==> config.mk <==
export PLATFORM = sky130hd
export DESIGN_NAME = regfile_sb
export DESIGN_NICKNAME = d
export VERILOG_FILES = /design/src/rtl/regfile_sb.sv
export SDC_FILE = /design/constraint.sdc
export NUM_CORES = 1
export LEC_CHECK = 0
export CAP_MARGIN = 40
export CORE_AREA = 2 2 269 271
export CTS_BUF_LIST = sky130_fd_sc_hd__clkbuf_4
export DETAILED_ROUTE_END_ITERATION = 10
export DIE_AREA = 0 0 271 273
export GPL_ROUTABILITY_DRIVEN = 0
export HOLD_SLACK_MARGIN = 0.08
export SETUP_SLACK_MARGIN = 0.1
export SYNTH_ARGS = -nofsm -noshare
export SYNTH_HDL_FRONTEND = slang
export SYNTH_SLANG_ARGS = --single-unit
==> constraint.sdc <==
create_clock -name clk -period 21.6 [get_ports clk]
set_input_delay 6.48 -clock clk [delete_from_list [all_inputs] [get_ports clk]]
set_output_delay 6.48 -clock clk [all_outputs]
set_load 0.005 [all_outputs]
==> src/rtl/regfile_sb.sv <==
// Register file with write-through read bypass, a PC alias at the top index,
// and a scoreboard of pending writebacks that produces per-port RAW hazard flags.
module regfile_sb #(
    parameter int DW    = 32,
    parameter int NREGS = 16,
    localparam int AW   = $clog2(NREGS),
    localparam int CW   = $clog2(NREGS) + 1
) (
    input  logic              clk,
    input  logic              reset,
    input  logic              we3,
    input  logic [AW-1:0]     wa3,
    input  logic [DW-1:0]     wd3,
    input  logic [DW-1:0]     r15,
    input  logic [AW-1:0]     ra1,
    input  logic [AW-1:0]     ra2,
    output logic [DW-1:0]     rd1,
    output logic [DW-1:0]     rd2,
    input  logic              iss_valid,
    input  logic [AW-1:0]     iss_rd,
    output logic              haz1,
    output logic              haz2,
    output logic [NREGS-1:0]  busy,
    output logic [CW-1:0]     pend_cnt
);

    localparam logic [AW-1:0] PC_IDX = AW'(NREGS - 1);

    logic [DW-1:0]    regs_q [NREGS-1];
    logic [DW-1:0]    regs_d [NREGS-1];
    logic [NREGS-1:0] busy_q;
    logic [NREGS-1:0] busy_d;
    logic [CW-1:0]    pend_cnt_q;
    logic [CW-1:0]    pend_cnt_d;

    logic wr_en;
    logic iss_en;

    // The PC index has no backing storage, so writes and issues to it are dropped.
    assign wr_en  = we3 && (wa3 != PC_IDX);
    assign iss_en = iss_valid && (iss_rd != PC_IDX);

    always_comb begin
        regs_d = regs_q;
        if (wr_en) begin
            regs_d[wa3] = wd3;
        end
    end

    // Clear before set: a same-cycle issue marks the new producer as pending.
    always_comb begin
        busy_d = busy_q;
        if (wr_en) begin
            busy_d[wa3] = 1'b0;
        end
        if (iss_en) begin
            busy_d[iss_rd] = 1'b1;
        end
        busy_d[NREGS-1] = 1'b0;
    end

    always_comb begin
        pend_cnt_d = '0;
        for (int i = 0; i < NREGS; i++) begin
            pend_cnt_d = pend_cnt_d + CW'(busy_d[i]);
        end
    end

    always_ff @(posedge clk or posedge reset) begin
        if (reset) begin
            regs_q     <= '{default: '0};
            busy_q     <= '0;
            pend_cnt_q <= '0;
        end else begin
            regs_q     <= regs_d;
            busy_q     <= busy_d;
            pend_cnt_q <= pend_cnt_d;
        end
    end

    assign rd1 = (ra1 == PC_IDX)            ? r15 :
                 (we3 && (wa3 == ra1))      ? wd3 :
                                              regs_q[ra1];
    assign rd2 = (ra2 == PC_IDX)            ? r15 :
                 (we3 && (wa3 == ra2))      ? wd3 :
                                              regs_q[ra2];

    // A writeback landing this cycle resolves the hazard it would otherwise report.
    assign haz1 = busy_q[ra1] && !(we3 && (wa3 == ra1));
    assign haz2 = busy_q[ra2] && !(we3 && (wa3 == ra2));

    assign busy     = busy_q;
    assign pend_cnt = pend_cnt_q;

endmodule

==> run metrics <==
number of fill cells in the layout=approximately 6300; CP Launch Type=input pin; Reg clk slew, reported paths=roughly 60 ps; RSZ-0062 raised after global routing=no; worst-skew pair later-pin latency=approximately 980 ps; maximum vdd drop=0.0608 mV; CTS Buffer Depth=3; DIE AREA=around 74000 sq um; Logic pwr share=0.283; number of global-route vias before repair=~21000; vias per cell=6.04; HP Class=register to register; antenna violations before repair=5; Final min period=roughly 17000 ps; DRT Pass-1 Iters=5; Num CTS Buffers=between 100 and 150; Worst Path Required=15120 ps; TNS Setup=0 ps; initial DRC count=1792; core area=~70000 sq um; die span in y=273 microns; footprint of the multi-input gates=roughly 15000 sq um; residual DRC count=0; PD cells=around 93 nW/um^2; Setup Viol. Count Final=0; Max FO, Critical Path=16; Synth Flop Type=dfrtp_1; Worst EP arrival=between 10000 and 15000 ps; register area share after synthesis=0.441; synthesized area=28300 sq um; buffers added on ports=around 170; sequential power share=0.435; CTS tree=built; Root Buffer=clkbuf_4; pre-CTS setup slack=4950 ps; Sw Ratio=0.306; Clock Power Share=0.281; Post-synth EDFFs=0; Vias=around 20000; # rows=98; largest net degree at the start of global routing=110; commonest non-fill, non-tap cell in the layout=dfrtp_1; max-cap viol count=0; status=completed; highest clock rate=roughly 60 MHz; Final WS setup=~4900 ps; ys async rst share=1.00; total clock sinks=between 400 and 500; Yosys warnings=0; commonest non-fill, non-tap cells in the layout=dfrtp_1 (499), mux2_2 (421), clkbuf_4 (200), mux4_2 (166), mux2i_1 (164); fin util=0.458; post-synthesis register bit count=between 400 and 500; share of cells above drive strength 1=0.374; Initial Util=0.399; antenna viol nets, final=0; Syn-to-layout area delta=14.9%; die width=271 microns; final slew viol count=0; worst-margin pin slew=approximately 960 ps; NetSw=0.000931 W; global-route wire length before repair=about 140000 microns; IO Pins=between 150 and 200; GRT Total Usage=0.245; crit share post-route=0.773; nets@finish=between 2000 and 2500; post-DP HPWL=approximately 52000 microns; critical path class=input pin to output port; Final Hold Viols=0; Post-CTS Repair Setup Buffers=0; grt ovf=0; FF/Latch Area=12500 sq um; total power=between 0.003 and 0.004 W; Cells after Synth=about 2200; DRT Wirelength=around 90000 microns; Syn Area/Cell=around 13 sq um; drt wl/cell=about 26 microns; skew final=between 20 and 30 ps; H-tree levels=4; Synth cell types=45; Slew HR=0.362; cts-stage hold buffer count=0; Pleak=about 14 nW; P_int=~0.0021 W; critical path endpoint category=output port; post_cts resized=0
[worst max-delay path: stages]
cell and delay, ps:
clkdlybuf4s50_1 670, xor2_1 280, nor3_1 600, a31o_2 760, buf_4 490, a2111oi_2 150
nor3_1 230, clkdlybuf4s50_1 530
[registers in the layout, indices dropped and copies added, names as in the netlist]
signal and cells:
busy 15, regs_q 480, pend_cnt 4
[stage by stage]
stage	instances	hold WS, ps	cell area, sq um
2_1_floorplan	2210	470	28300
3_3_place_gp	3145	487	30600
3_5_place_dp	3155	503	30800
4_1_cts	3388	516	32500
5_1_grt	3391	533	32500
6_report	3393	515	32500
[power by group through the flow]
stage | registers, W | clock network, W | logic, W
final | 0.00132 | 0.000855 | 0.000861
after CTS | 0.00132 | 0.000879 | 0.000867
after global placement | 0.00132 | 0 | 0.000841
after floorplan | 0.00128 | 0 | 0.000626
after detailed placement | 0.00133 | 0 | 0.000862
after global routing | 0.00135 | 0.000929 | 0.000946
[cells in the mapped netlist (3+ instances only)]
| library cell | number | area, sq um |
|---|---|---|
| a2bb2oi_1 | 30 | 263 |
| nand3_1 | 7 | 35.0 |
| mux2_1 | 28 | 315 |
| clkbuf_1 | 120 | 450 |
| and3_1 | 35 | 219 |
| mux2_2 | 421 | 4740 |
| o211ai_1 | 35 | 263 |
| nand2_1 | 75 | 282 |
| inv_1 | 49 | 184 |
| buf_2 | 74 | 370 |
| xnor2_1 | 3 | 26.3 |
| o22ai_1 | 4 | 25.0 |
| mux4_2 | 166 | 3740 |
| nand2b_1 | 9 | 56.3 |
| nor3_1 | 62 | 310 |
| nand3b_1 | 9 | 67.6 |
| a221oi_1 | 32 | 280 |
| nor2_1 | 103 | 387 |
| a2111oi_2 | 30 | 450 |
| buf_4 | 11 | 82.6 |
| dfrtp_1 | 499 | 12500 |
| o21ai_0 | 106 | 531 |
| mux2i_1 | 164 | 1640 |
| and2_1 | 3 | 18.8 |
| a22o_1 | 5 | 43.8 |
| buf_1 | 13 | 48.8 |
| fa_1 | 10 | 200 |
| buf_6 | 8 | 90.1 |
| xor2_1 | 6 | 52.6 |
| o221ai_1 | 31 | 272 |
| nor2b_1 | 6 | 37.5 |
| o21ai_1 | 34 | 170 |
| nand4_1 | 3 | 18.8 |
[cells by family after synthesis]
| logic type | count (synthesis) | synth area share |
|---|---|---|
| multiplexers | 779 | 0.369 |
| flip-flops | 499 | 0.441 |
| AO/OA/AOI/OAI | 317 | 0.0838 |
| AND/OR/NAND/NOR | 317 | 0.0520 |
| buffers and inverters | 275 | 0.0433 |
| adder cells (fa/ha/maj) | 12 | 0.00796 |
| XOR/XNOR | 9 | 0.00279 |
| other | 1 | 0.000133 |
[final cells by class]
cell class	count	share of cell area
inverters	49	0.00589
multi-input cells	1436	0.452
well taps	950	0.0365
clock buffers	200	0.0462
repair buffers	221	0.0694
diodes	5	0.000385
flip-flops and latches	499	0.384
clock inverters	33	0.00542
[layer usage]
| layer | GRT usage | vias to the layer above | routed length [microns] |
|---|---|---|---|
| met5 | 0 | - | 0 |
| met4 | 0.0928 | 0 | 2720 |
| met3 | 0.0518 | 162 | 6230 |
| met2 | 0.376 | 839 | 40900 |
| met1 | 0.343 | 10800 | 39700 |
| li1 | - | 8728 | - |
[worst paths after layout]
kind	from	end	slack [ps]	depth (start not counted)
max	wa3[3]	rd2[27]	4910	8
min	regs_q[237]	regs_q[237]	510	1
max reg2reg	busy[9]	pend_cnt[1]	17760	12
min reg2reg	regs_q[237]	regs_q[237]	510	1
max in group asynchronous	reset	regs_q[312]	13420	4
min in group asynchronous	reset	regs_q[134]	6040	2
No activity file was read; power rests on OpenSTA's default activity.
